$ cat config.mk
export PLATFORM = sky130hd
export DESIGN_NAME = stopwatch_bcd
export DESIGN_NICKNAME = d
export VERILOG_FILES = /design/src/rtl/stopwatch_bcd_pkg.sv /design/src/rtl/stopwatch_bcd_digit_cnt.sv /design/src/rtl/stopwatch_bcd.sv
export SDC_FILE = /design/constraint.sdc
export NUM_CORES = 1
export LEC_CHECK = 0
export CORE_UTILIZATION = 54
export CTS_BUF_LIST = sky130_fd_sc_hd__clkbuf_4
export DETAILED_ROUTE_END_ITERATION = 10
export HOLD_SLACK_MARGIN = 0.1
export PLACE_DENSITY = 0.78
export SLEW_MARGIN = 0
export SYNTH_ARGS = -nofsm -noshare
export SYNTH_HDL_FRONTEND = slang
export SYNTH_SLANG_ARGS = --single-unit
export TNS_END_PERCENT = 10
$ cat constraint.sdc
create_clock -name clk -period 2.5 [get_ports clk]
set_input_delay 0.75 -clock clk [delete_from_list [all_inputs] [get_ports clk]]
set_output_delay 0.75 -clock clk [all_outputs]
set_load 0.1 [all_outputs]
$ cat src/rtl/stopwatch_bcd_pkg.sv
// ----------------------------------------------------------------------------
// stopwatch_bcd_pkg
// Shared definitions for the BCD stopwatch. It provides:
//   - the FSM state encoding
//   - the per-digit maximum values, indexed from centisecond units (0)
//     up to hour tens (7)
//   - the 23-hour terminal count that forces the hour pair to roll over
// ----------------------------------------------------------------------------
package stopwatch_bcd_pkg;

    // 2'd3 is never entered on purpose; the FSM recovers from it to IDLE.
    typedef enum logic [1:0] {
        ST_IDLE  = 2'd0,
        ST_RUN   = 2'd1,
        ST_PAUSE = 2'd2
    } state_t;

    localparam int unsigned NUM_DIGITS = 8;

    // Moduli, LSB digit first: cc units/tens (10/10), ss (10/6), mm (10/6).
    // The hour pair counts 0..9 / 0..2 and is cut short at 23 by HOUR_TC.
    localparam int unsigned DIGIT_MAX [NUM_DIGITS] = '{9, 9, 9, 5, 9, 5, 9, 2};

    localparam int unsigned HOUR_UNITS_IDX = 6;
    localparam logic [7:0]  HOUR_TC        = 8'h23;

endpackage

$ cat src/rtl/stopwatch_bcd_digit_cnt.sv
// ----------------------------------------------------------------------------
// bcd_digit_cnt
// One BCD digit of the stopwatch cascade. It counts 0..MAX and advances on
// inc. It wraps to 0 when it is at MAX or when max_override is high.
//   clk, rst     : clock and synchronous active-high reset
//   clr          : synchronous clear; takes priority over inc
//   inc          : advance by one
//   max_override : treat the current value as terminal (hour 23 rollover)
//   q[3:0]       : current digit value
//   carry        : high when this digit wraps; drives the next digit's inc
// ----------------------------------------------------------------------------
module bcd_digit_cnt #(
    parameter int unsigned MAX = 9
) (
    input  logic       clk,
    input  logic       rst,
    input  logic       clr,
    input  logic       inc,
    input  logic       max_override,
    output logic [3:0] q,
    output logic       carry
);

    localparam logic [3:0] MAX_Q = 4'(MAX);

    logic [3:0] r_q;
    logic       w_top;

    // Using >= means any out-of-range value also wraps to 0.
    assign w_top = (r_q >= MAX_Q) || max_override;
    assign carry = inc && w_top;
    assign q     = r_q;

    always_ff @(posedge clk) begin
        if (rst || clr) begin
            r_q <= 4'd0;
        end else if (inc) begin
            r_q <= w_top ? 4'd0 : r_q + 4'd1;
        end
    end

endmodule

$ cat src/rtl/stopwatch_bcd.sv
// ----------------------------------------------------------------------------
// stopwatch_bcd
// BCD stopwatch that drives an 8-digit display as HH MM SS cc.
//   clk        : system clock
//   rst        : synchronous active-high reset
//   start_stop : pulse; IDLE/PAUSE -> RUN, RUN -> PAUSE
//   clear      : pulse; zero everything and return to IDLE
//   lap        : pulse; freeze or release the displayed value
//   digits     : 8 BCD nibbles, [31:28] = hour tens ... [3:0] = cs units
//   running    : high while in RUN
//   tick       : one-cycle pulse, aligned with each centisecond update
//
// state | meaning
// IDLE  | count zero, stopped
// RUN   | prescaler and cascade advancing
// PAUSE | stopped, count and prescaler phase retained
// ----------------------------------------------------------------------------
module stopwatch_bcd
    import stopwatch_bcd_pkg::*;
#(
    parameter int unsigned TICK_DIV = 1000000
) (
    input  logic        clk,
    input  logic        rst,
    input  logic        start_stop,
    input  logic        clear,
    input  logic        lap,
    output logic [31:0] digits,
    output logic        running,
    output logic        tick
);

    localparam int unsigned    PW       = (TICK_DIV > 2) ? $clog2(TICK_DIV) : 1;
    localparam logic [PW-1:0]  PRE_LAST = PW'(TICK_DIV - 1);

    state_t          r_state;
    logic [PW-1:0]   r_pre;
    logic            r_running;
    logic            r_tick;
    logic            r_lap_hold;
    logic [31:0]     r_lap;

    logic            w_tick;
    logic            w_hour_tc;
    logic [31:0]     w_live;
    logic [NUM_DIGITS-1:0] w_inc;
    logic [NUM_DIGITS-1:0] w_carry;

    assign w_tick    = (r_state == ST_RUN) && (r_pre == PRE_LAST);
    assign w_hour_tc = (w_live[31:24] == HOUR_TC);

    assign w_inc[0] = w_tick;
    assign w_inc[NUM_DIGITS-1:1] = w_carry[NUM_DIGITS-2:0];

    // clear goes straight to every digit, so a tick that arrives in the
    // same cycle as clear is discarded.
    for (genvar i = 0; i < NUM_DIGITS; i++) begin : g_digit
        bcd_digit_cnt #(
            .MAX (DIGIT_MAX[i])
        ) u_cnt (
            .clk          (clk),
            .rst          (rst),
            .clr          (clear),
            .inc          (w_inc[i]),
            .max_override ((i == HOUR_UNITS_IDX) ? w_hour_tc : 1'b0),
            .q            (w_live[i*4 +: 4]),
            .carry        (w_carry[i])
        );
    end

    always_ff @(posedge clk) begin
        if (rst || clear) begin
            r_state    <= ST_IDLE;
            r_pre      <= '0;
            r_running  <= 1'b0;
            r_tick     <= 1'b0;
            r_lap_hold <= 1'b0;
            r_lap      <= '0;
        end else begin
            r_tick <= w_tick;
            if (r_state == ST_RUN) begin
                r_pre <= w_tick ? '0 : r_pre + 1'b1;
            end
            case (r_state)
                ST_IDLE: begin
                    if (start_stop) begin
                        r_state   <= ST_RUN;
                        r_running <= 1'b1;
                    end
                end
                ST_RUN, ST_PAUSE: begin
                    if (start_stop) begin
                        r_state   <= (r_state == ST_RUN) ? ST_PAUSE : ST_RUN;
                        r_running <= (r_state != ST_RUN);
                    end else if (lap) begin
                        // w_live is sampled before this cycle's increment.
                        if (!r_lap_hold) begin
                            r_lap      <= w_live;
                            r_lap_hold <= 1'b1;
                        end else begin
                            r_lap_hold <= 1'b0;
                        end
                    end
                end
                default: begin
                    r_state    <= ST_IDLE;
                    r_running  <= 1'b0;
                    r_lap_hold <= 1'b0;
                end
            endcase
        end
    end

    assign digits  = r_lap_hold ? r_lap : w_live;
    assign running = r_running;
    assign tick    = r_tick;

endmodule
=== Word level (Yosys, flattened, before mapping) ===
Cells that the tools add are included.
W data, S select, Z words.

* Flip-flop bits (word level): 89
* Word-level logic and storage cells: 78
* Output and inout port bits: 34
* Input bits: 5

* Bitwise logic cells: 2
* Reduce and logical (&&, ||, !) cells: 15
* $lt $le $gt $ge: 8
* Multiplexer cells: 21
* $add $sub $neg: 9
* Equality and inequality tests: 9

{| class="wikitable"
|+ Operators with widths
! cell !! number
|-
| $add A4 B1 Y4 const B || 8
|-
| $mux W32 || 1
|-
| $mux W4 || 8
|-
| $add A20 B1 Y20 const B || 1
|-
| $eq A20 B20 Y1 const B || 1
|-
| $ge A4 B4 Y1 const B || 5
|-
| $mux W20 || 1
|-
| $eq A8 B6 Y1 const B || 1
|-
| $ge A4 B3 Y1 const B || 2
|-
| $logic_and A1 B1 Y1 || 8
|-
| $ne A2 B2 Y1 const B || 4
|-
| $mux W2 || 3
|-
| $reduce_and A3 Y1 || 2
|-
| $mux W1 || 5
|-
| $ge A4 B2 Y1 const B || 1
|-
| $pmux W1 S2 || 2
|-
| $pmux W2 S2 || 1
|-
| $eq A2 B1 Y1 const B || 1
|-
| $eq A2 B2 Y1 const B || 1
|-
| $logic_not A2 Y1 || 1
|-
| $logic_or A1 B1 Y1 || 2
|-
| $ne A2 B1 Y1 const B || 1
|-
| $not A1 Y1 || 2
|-
| $reduce_and A2 Y1 || 1
|-
| $reduce_or A2 Y1 || 1
|}

=== Longest topological paths before layout ===
Gate-level depths: netlist of run 1.

* Depth after elaboration: 9
* Mapped depth: 10
* Gate-level depth less buffers: 7

=== By module ===
From an unflattened synthesis of run 1, not the netlist that was laid out.

* Cells, all modules: 479
* Area total of the unflattened synthesis: 4,614.4 µm²

{| class="wikitable"
|+ By module, submodules not included
! module !! seq. area each (µm²) !! area an instance (µm²) !! cells an instance !! instances
|-
| stopwatch_bcd || 1,121.1 || 2,738.9 || 282 || 1
|-
| bcd_digit_cnt at g_digit[0].u_cnt ... || 80.1 || 231.5 || 24 || 5
|-
| bcd_digit_cnt at g_digit[3].u_cnt ... || 80.1 || 256.5 || 28 || 2
|-
| bcd_digit_cnt at g_digit[7].u_cnt || 80.1 || 205.2 || 21 || 1
|}

=== Least setup slack after synthesis of run 1 ===
No wires, ideal clock.

* Path type: register to output
* From: register r_lap_hold
* To: output port digits[24]
* Path buffers: 1
* Cell stages (with the launch flop): 3
* Path slack: -973 ps
* Data arrival time: 2,723 ps
* Path through: dfxtp_1 -> buf_1 -> o21ai_0

* Cells in the longest elaborated chain, start to end: 1

{| class="wikitable"
|+ Ends and longest elaborated chain
! item !! line !! source
|-
| start: declaration || stopwatch_bcd.sv:40 || <nowiki>logic r_lap_hold;</nowiki>
|-
| start signal: assignment || stopwatch_bcd.sv:77 || <nowiki>r_lap_hold <= 1'b0;</nowiki>
|-
| start signal: assignment || stopwatch_bcd.sv:99 || <nowiki>r_lap_hold <= 1'b1;</nowiki>
|-
| start signal: assignment || stopwatch_bcd.sv:101 || <nowiki>r_lap_hold <= 1'b0;</nowiki>
|-
| $mux W32 || - ||
|-
| end: declaration || stopwatch_bcd.sv:28 || <nowiki>output logic [31:0] digits,</nowiki>
|}

No other way between the ends.

=== Worst setup path after layout of run 1 ===
Same ends and word-level chain as after synthesis.

==> results of run 1 <==
## cell usage after synthesis (4+ instances only)
cell      number
a21oi_1       26
and2_1         4
and3_1         4
clkbuf_1      18
dfxtp_1       88
ha_1          29
inv_1         22
mux2_2        17
mux2i_1       37
nand2_1       38
nand2b_1       6
nand3_1       19
nand4_1       14
nand4b_1       6
nor2_1        74
nor3_1        10
o21ai_0       29
o31ai_1        5
xnor2_1       11
xor2_1         7
## power breakdown
group | total (mW) | internal (mW) | switching, mW
registers | 1.40 | 1.40 | 0.00221
clock network | 1.20 | 0.718 | 0.477
logic | 0.0776 | 0.0280 | 0.0496
total | 2.68 | 2.15 | 0.529
## cells in the final DEF (no fill, tap or decap), types with 7 or more instances in the layout
| cell type | count |
|---|---|
| nor2_1 | 73 |
| mux2i_1 | 37 |
| xor2_1 | 7 |
| o21ai_2 | 9 |
| nand2_1 | 38 |
| o21ai_0 | 14 |
| clkbuf_4 | 10 |
| mux2_2 | 17 |
| inv_1 | 21 |
| a21oi_1 | 26 |
| nand4_1 | 14 |
| xnor2_1 | 11 |
| nand3_1 | 18 |
| nor3_1 | 10 |
| buf_12 | 35 |
| buf_4 | 14 |
| dfxtp_1 | 84 |
| ha_1 | 28 |
## metal layers
layer | share of wire [%] | global-route usage [%]
met5 | 0 | 0
met3 | 3.8 | 3.78
met4 | 2.2 | 10.8
met1 | 44 | 29.4
met2 | 50 | 42.9
## worst max path at each step
stage | from | endpoint | slack, ps | cells after the start
6_report | r_lap_hold$_SDFFE_PP0P_ | digits[24] | 70 | 3
5_1_grt | r_lap_hold$_SDFFE_PP0P_ | digits[21] | -8 | 4
4_1_cts | r_state[1]$_SDFFE_PP0P_ | g_digit[6].u_cnt.q[1]$_SDFFE_PP0P_ | 10 | 8
3_5_place_dp | r_state[1]$_SDFFE_PP0P_ | g_digit[7].u_cnt.q[3]$_SDFFE_PP0P_ | 60 | 8
3_3_place_gp | r_state[1]$_SDFFE_PP0P_ | g_digit[7].u_cnt.q[3]$_SDFFE_PP0P_ | 130 | 8
2_1_floorplan | r_lap_hold$_SDFFE_PP0P_ | digits[24] | -250 | 4
## sequential cells by signal (all words and copies together) (netlist names)
register,cells
r_lap,32
r_pre,20
g_digit.u_cnt.q,32
r_state,2
tick,1
r_lap_hold,1
## layout make-up
class                      instances  area [µm²]
multi-input combinational        376        2580
timing repair buffer              54         878
clock inverter                     6         155
clock buffer                      10        75.1
inverter                          22        82.6
tap                              102         128
fill                             595        2180
sequential                        88        1770
## stage by stage
stage,power [mW],std cells
final,2.68,658
after detailed placement,1.51,641
after global routing,2.76,658
after floorplan,1.49,508
after global placement,1.51,641
after CTS,2.69,658
## critical path: stages, from the launching register on
cell	delay, ps
dfxtp_4	420
bufbuf_16	320
o21ai_1	290
buf_12	220
## cells by family (layout without fill, tap and decap cells)
logic type	after synthesis	count (layout)	share of synthesized area [%]
xor+xnor	18	18	3.55
fa+ha+maj	29	29	8.18
compound gates	77	77	10.1
flops	88	88	39.7
buf+inv	44	92	3.78
simple gates	198	198	22.0
mux	54	54	12.7
## repair_timing
item	in CTS	in global routing
gates cloned	1	0
setup endpoints to repair	16	11
resized for setup	1	9
==> results by group, run 1 <==
Clock network
  – Clock transition at path regs: 130 ps
  – Worst skew pair latency: 440 ps
  – Post-CTS Setup Bufs: 0
  – Clock tree root buffer cell: clkbuf_4
  – TritonCTS clock tree: done
  – CTS buffer count: 9
  – Clock tree sinks: 88
  – Clock buffer depth: 2
  – # hold bufs at CTS: 0
  – Htree depth: 3

Min path
  – Hold path depth: 2
  – Worst Hold Class: reg2reg
  – Hold endpoint: g_digit[7].u_cnt.q[2]$_SDFFE_PP0P_
  – Hold path start: g_digit[7].u_cnt.q[2]$_SDFFE_PP0P_

Die
  – Std-Cell Rows: 32
  – Starting Density: 56.6%
  – Chip height: 92.7 µm
  – Full die area: 8580 µm²
  – Core outline area: 7850 µm²
  – I/O pin total: 39
  – Die width: 92.7 µm

Critical path
  – CP Capture Type: primary output
  – WP data arrival: 1680 ps
  – Crit Path Max Fanout: 21
  – Flop2flop setup slack: 90 ps
  – Worst r2r path cells: 8
  – Data required, critical path: 1750 ps
  – Kind of critical path: reg2out
  – FF-to-FF Start: r_state[1]$_SDFFE_PP0P_
  – R2R Path End: g_digit[6].u_cnt.q[1]$_SDFFE_PP0P_
  – Setup crit start kind: flip-flop

STA
  – Clock Skew: 11.9 ps
  – Min cycle time layout: 2430 ps
  – Final setup vio count: 0
  – Worst slew pin tran: 709 ps
  – Final Cycle Share: 97.2%
  – Hold slack: 494 ps
  – Fin. max-slew vios: 0
  – Fmax: 411 MHz
  – Max-slew headroom: 52.3%
  – Setup ws final: 69.0 ps
  – Final hold violations: 0
  – Setup TNS: 0 ps
  – Unrepaired setup endpoints after global routing: yes

Synthesis
  – Syn Std Cell Area: 4440 µm²
  – Synth warn: 0
  – Sequential cell area fraction in the yosys report: 39.7%
  – Synthesized Nets: 542
  – Ys async rst share: 0%
  – EDFF count, synth: 0
  – Synth Instances: 508
  – Syn avg cell area: 8.74 µm²
  – Synth unique cells: 44
  – #FFs+latches synth: 88
  – Top cells by area, synth: dfxtp_1 40%, mux2i_1 8.3%, ha_1 8.2%
  – Prevailing post-synth register cell: dfxtp_1
  – Yosys top cell by area: dfxtp_1
  – Post-synth top area share: 39.7%

Cells and area
  – Antenna diode count: 0
  – Nets@finish: 585
  – Area grow syn2layout: 27.8%
  – Fin util: 72.3%
  – Post-route cell area: 5670 µm²
  – Share of cells above drive strength 1: 19.2%

Global route
  – GRT overflow: 0
  – Initial antenna violation count: 0
  – Maximum number of pins on one net before global-route repair: 64
  – First-pass GRT wire length: 16,800 µm
  – Total track usage: 24.4%
  – Vias in the first global route: 3,678

Power and ir drop
  – Power Density: 472 nW/µm²
  – Peak VDD IR: 0.000284 V
  – P_leak: 2.04 nW

Drt
  – Drt first pass iters: 4
  – Drt total wl: 9870 µm
  – Initial DRC Count: 197
  – Vias per inst: 5.81
  – Via count: 3,820
  – DRC errors left: 0
  – Antenna viol nets, final: 0
  – Wire per inst: 15.0 µm

Job
  – Max-cap violations: 0

Placement
  – Port Buf Inserts: 38
  – Post-detail-place hpwl: 6700 µm
  – DP Area: 5380 µm²
  – Pre-CTS setup slack: 59.0 ps
  – RePlAce Congestion: 0.860

Outcome
  – Status: completed
(Power assumes the default switching activity.)
==> run 2: changes to the inputs <==
--- a/config.mk
+++ b/config.mk
@@ -5,12 +5,12 @@
 export SDC_FILE = /design/constraint.sdc
 export NUM_CORES = 1
 export LEC_CHECK = 0
+export CORE_MARGIN = 2
 export CORE_UTILIZATION = 54
 export CTS_BUF_LIST = sky130_fd_sc_hd__clkbuf_4
 export DETAILED_ROUTE_END_ITERATION = 10
 export HOLD_SLACK_MARGIN = 0.1
 export PLACE_DENSITY = 0.78
-export SLEW_MARGIN = 0
 export SYNTH_ARGS = -nofsm -noshare
 export SYNTH_HDL_FRONTEND = slang
 export SYNTH_SLANG_ARGS = --single-unit
==> run 2 against run 1 <==
Against the previous run: via count down 2.1%; utilization down 3.3 points; final cell count up 0.61%.
==> results by group, run 2 (synthesis gave the netlist of run 1 again) <==
Outcome
  – Status: completed

Critical path
  – Data required, critical path: 2860 ps
  – CP Cell Sequence: inv_2, ha_4, nand4_1, or4_4, or3_4, or4_1, a21oi_1
  – Crit Path Max Fanout: 8
  – CP max-delay cell: or4_4
  – Worst path bufs/invs: 1
  – Setup crit start kind: flip-flop
  – CP Capture Type: flip-flop
  – Kind of critical path: reg2reg
  – Cell family with most CP delay: simple AND/OR/NAND/NOR gates
  – Crit-path max cell delay: 530 ps
  – WP data arrival: 2760 ps

STA
  – Final setup vio count: 0
  – Max-slew headroom: 67.9%
  – Fin. max-slew vios: 0
  – Unrepaired setup endpoints after global routing: no
  – Min cycle time layout: 2400 ps
  – Fmax: 417 MHz
  – Final Cycle Share: 95.9%
  – Setup TNS: 0 ps
  – Clock Skew: 19.5 ps
  – Setup ws final: 103 ps
  – Hold slack: 503 ps
  – Worst slew pin tran: 478 ps
  – Final hold violations: 0

Placement
  – DP Cell Count: 646
  – Pre-CTS setup slack: 45.1 ps
  – Port Buf Inserts: 38
  – DP Area: 5400 µm²
  – Post-detail-place hpwl: 6850 µm
  – RePlAce Congestion: 0.875

Die
  – Core outline area: 8090 µm²
  – Starting Density: 54.8%
  – Chip height: 94.7 µm
  – Die width: 94.7 µm
  – Full die area: 8960 µm²
  – Std-Cell Rows: 33
  – I/O pin total: 39

Drt
  – Antenna viol nets, final: 0
  – Wire per inst: 14.2 µm
  – Drt first pass iters: 4
  – Initial DRC Count: 156
  – Vias per inst: 5.65
  – Drt total wl: 9370 µm
  – DRC errors left: 0
  – Via count: 3,741

Global route
  – GRT overflow: 0
  – Vias in the first global route: 3,710
  – Initial antenna violation count: 0
  – Total track usage: 22.9%
  – First-pass GRT wire length: 16,500 µm
  – Maximum number of pins on one net before global-route repair: 64

Cells and area
  – Share of cells above drive strength 1: 19.2%
  – Nets@finish: 586
  – Commonest non-fill, non-tap cells in the layout: 83 x dfxtp_1, 73 x nor2_1, 38 x nand2_1, 37 x mux2i_1, 35 x buf_12
  – Area grow syn2layout: 25.7%
  – Non-filler instance count after layout: 662
  – Most common cell after layout, fill and taps aside: dfxtp_1
  – Fin util: 69.0%
  – Antenna diode count: 0
  – Post-route cell area: 5580 µm²

Clock network
  – Clock tree root buffer cell: clkbuf_4
  – TritonCTS clock tree: done
  – Worst skew pair latency: 440 ps
  – # hold bufs at CTS: 0
  – CTS buffer count: 9
  – Htree depth: 3
  – Post-CTS Setup Bufs: 0
  – Clock transition at path regs: 130 ps
  – Clock buffer depth: 2
  – Clock tree sinks: 88

Power and ir drop
  – Peak VDD IR: 0.000284 V
  – P_leak: 1.98 nW
  – Power Density: 424 nW/µm²
  – Overall power: 2.37 mW

Min path
  – Worst Hold Class: reg2reg

Job
  – Max-cap violations: 0
run 2: cell types whose count changed in the layout (fill, tap and decap cells not counted), sizes merged:
cell	before	now
clkinvlp	0	1
bufbuf	1	0
clkinv	1	3
buf	49	51
bufinv	5	2
run 2: path summary, 6_finish.rpt:
kind / startpoint / end / slack [ps] / depth (start not counted)
setup / recovery: r_state[1]$_SDFFE_PP0P_ / g_digit[5].u_cnt.q[3]$_SDFFE_PP0P_ / 100 / 7
setup reg to reg: r_state[1]$_SDFFE_PP0P_ / g_digit[5].u_cnt.q[3]$_SDFFE_PP0P_ / 100 / 7
hold reg to reg: g_digit[2].u_cnt.q[1]$_SDFFE_PP0N_ / g_digit[2].u_cnt.q[1]$_SDFFE_PP0N_ / 500 / 2
hold / removal: g_digit[2].u_cnt.q[1]$_SDFFE_PP0N_ / g_digit[2].u_cnt.q[1]$_SDFFE_PP0N_ / 500 / 2
run 2: final cells by class:
cell class	count	area [µm²]
flip-flops and latches	88	1770
repair buffers	55	865
fillers	620	2510
well taps	105	131
clock buffers	10	75.1
inverters	22	82.6
clock inverters	6	83.8
multi-input cells	376	2570
run 2: worst reg2reg max path, stage by stage (launching register included):
cell	delay (ps)
dfxtp_2	360
inv_2	70
ha_4	170
nand4_1	100
or4_4	530
or3_4	410
or4_1	530
a21oi_1	170
run 2: what timing repair did:
item / 4_1_cts / 5_1_grt
hold endpoints to repair: 0 / 0
setup endpoints to repair: 0 / 8
resized for setup: 0 / 10
run 2: routing by layer:
metal  part of all wire (%)  vias to the layer above  global-route usage (%)
li1                       -                     1864                       -
met1                     45                     1787                    28.4
met2                     50                       70                    39.3
met3                    3.5                       20                    4.63
met4                    1.9                        0                    8.21
met5                      0                        -                       0
run 2: report_power, final:
group	internal, mW	leakage [nW]	switching, mW
Sequential	1.40	0.711	0.00212
Clock	0.412	0.0817	0.471
Combinational	0.0278	1.19	0.0493
==> run 3: changes to the inputs <==
--- a/config.mk
+++ b/config.mk
@@ -6,11 +6,12 @@
 export NUM_CORES = 1
 export LEC_CHECK = 0
 export CORE_MARGIN = 2
-export CORE_UTILIZATION = 54
+export CORE_UTILIZATION = 55
 export CTS_BUF_LIST = sky130_fd_sc_hd__clkbuf_4
 export DETAILED_ROUTE_END_ITERATION = 10
-export HOLD_SLACK_MARGIN = 0.1
-export PLACE_DENSITY = 0.78
+export DONT_BUFFER_PORTS = 1
+export PLACE_DENSITY = 0.73
+export RECOVER_POWER = 100
 export SYNTH_ARGS = -nofsm -noshare
 export SYNTH_HDL_FRONTEND = slang
 export SYNTH_SLANG_ARGS = --single-unit
==> run 3 against run 2 <==
Against the previous run: sequential power about the same; worst hold slack improved by 0.82 ps; via count decreased by 4.6%; clock power increased by 2%; the run now ends with negative setup slack left.
==> results by group, run 3 (synthesis gave the netlist of run 1 again) <==
Cells and area
  – Area of the multi-input gates: 2630 µm²
  – Sequential cell area: 1770 µm²
  – Non-filler instance count after layout: 638
  – Most common cell after layout, fill and taps aside: dfxtp_1
  – Area grow syn2layout: 14.6%
  – Share of cells above drive strength 1: 16.4%
  – # fillers: 665
  – Antenna diode count: 0
  – Commonest non-fill, non-tap cells in the layout: 87 x dfxtp_1, 73 x nor2_1, 38 x nand2_1, 37 x mux2i_1, 28 x ha_1
  – Nets@finish: 565

Global route
  – Total track usage: 22.5%
  – GRT overflow: 0
  – Initial antenna violation count: 0
  – Vias in the first global route: 3,428
  – Maximum number of pins on one net before global-route repair: 55
  – First-pass GRT wire length: 16,100 µm

Drt
  – Drt total wl: 9180 µm
  – Wire per inst: 14.4 µm
  – Drt first pass iters: 4
  – Initial DRC Count: 105
  – DRC errors left: 0
  – Antenna viol nets, final: 0
  – Via count: 3,570
  – Vias per inst: 5.60

Critical path
  – Crit Path Max Fanout: 16
  – Setup crit start kind: flip-flop
  – Worst r2r path cells: 8
  – CP Capture Type: primary output
  – WP data arrival: 1760 ps
  – Data required, critical path: 1750 ps
  – Kind of critical path: reg2out

STA
  – Min cycle time layout: 2510 ps
  – Final setup vio count: 3
  – Final Cycle Share: 101%
  – Unrepaired setup endpoints after global routing: yes
  – Worst slew pin tran: 715 ps
  – Setup ws final: -13.1 ps
  – Final hold violations: 0
  – Max-slew headroom: 52.1%
  – Clock Skew: 26.0 ps
  – Fin. max-slew vios: 0
  – Fmax: 398 MHz

Die
  – Starting Density: 57.1%
  – Full die area: 8800 µm²
  – I/O pin total: 39
  – Core outline area: 7770 µm²
  – Std-Cell Rows: 32
  – Chip height: 93.8 µm
  – Die width: 93.8 µm

Clock network
  – TritonCTS clock tree: done
  – Clock transition at path regs: 130 ps
  – Worst skew pair latency: 450 ps
  – Clock buffer depth: 2
  – # hold bufs at CTS: 0
  – CTS buffer count: 9
  – Clock tree root buffer cell: clkbuf_4
  – Htree depth: 3
  – Clock tree sinks: 88

Outcome
  – Failing checks: negative setup slack
  – Status: finished with violations

Min path
  – Hold path depth: 2
  – Worst Hold Class: reg2reg

Placement
  – RePlAce Congestion: 0.822
  – Post-detail-place hpwl: 6620 µm
  – DP Cell Count: 622
  – Port Buf Inserts: 0
  – Pre-CTS setup slack: 28.8 ps

Power and ir drop
  – Overall power: 2.38 mW
  – P_leak: 1.82 nW
  – Power Density: 467 nW/µm²
  – Peak VDD IR: 0.000344 V

Job
  – Max-cap violations: 0
-- run 3: cell count changes in the layout (fill, tap and decap cells not counted), moves of 5 or more --
cell / change
o21ai_2: +5
clkbuf_2: +8
mux2_4: +7
buf_12: -29
mux2_2: -7
o21ai_1: -6
-- run 3: final timing paths --
check	start	to	slack [ps]
worst min-delay path	r_pre[1]$_SDFFE_PP0N_	r_pre[1]$_SDFFE_PP0N_	500
worst max-delay path	r_lap_hold$_SDFFE_PP0P_	digits[15]	-10
worst max register to register	r_state[1]$_SDFFE_PP0P_	g_digit[6].u_cnt.q[1]$_SDFFE_PP0P_	70
worst min register to register	r_pre[1]$_SDFFE_PP0N_	r_pre[1]$_SDFFE_PP0N_	500
-- run 3: stage by stage --
stage / util (%) / TNS, ps / area, µm² / hold WS, ps
finish: 65.5 / -36.0 / 5080 / 504
floorplan: - / -3010 / 4480 / 449
CTS: 66.7 / -93.8 / 5180 / 508
global placement: 64.1 / 0 / 4980 / 466
detailed placement: 64.1 / 0 / 4980 / 478
global route: 65.5 / -1150 / 5080 / 531
-- run 3: cell type report --
| class | instances | area share (%) |
|---|---|---|
| well taps | 102 | 2.51 |
| clock inverters | 7 | 1.85 |
| repair buffers | 34 | 6.30 |
| inverters | 22 | 1.62 |
| flip-flops and latches | 88 | 34.7 |
| multi-input cells | 376 | 51.7 |
| clock buffers | 9 | 1.33 |
-- run 3: repair_timing --
action                                  4_1_cts  5_1_grt
buffers inserted                              0        0
endpoints found under the setup margin       14       15
pin swaps                                     0        0
resized for setup                             9        9
-- run 3: layer usage --
layer / up-vias / global-route usage, % / wire length (µm)
met5: - / 0 / 0
met4: 0 / 7.73 / 112
met3: 15 / 3.21 / 452
met2: 79 / 37.7 / 4330
met1: 1654 / 29.7 / 4290
li1: 1822 / - / -
-- run 3: power by group --
part	switching, mW	internal (mW)	leakage [nW]
clock network	0.498	0.406	0.0856
registers	0.00158	1.40	0.709
logic	0.0464	0.0210	1.02
total	0.546	1.83	1.82
-- run 3: worst max-delay path, stage by stage (launching register included) --
cell and delay, ps:
dfxtp_4 520, buf_4 230, mux2_2 580
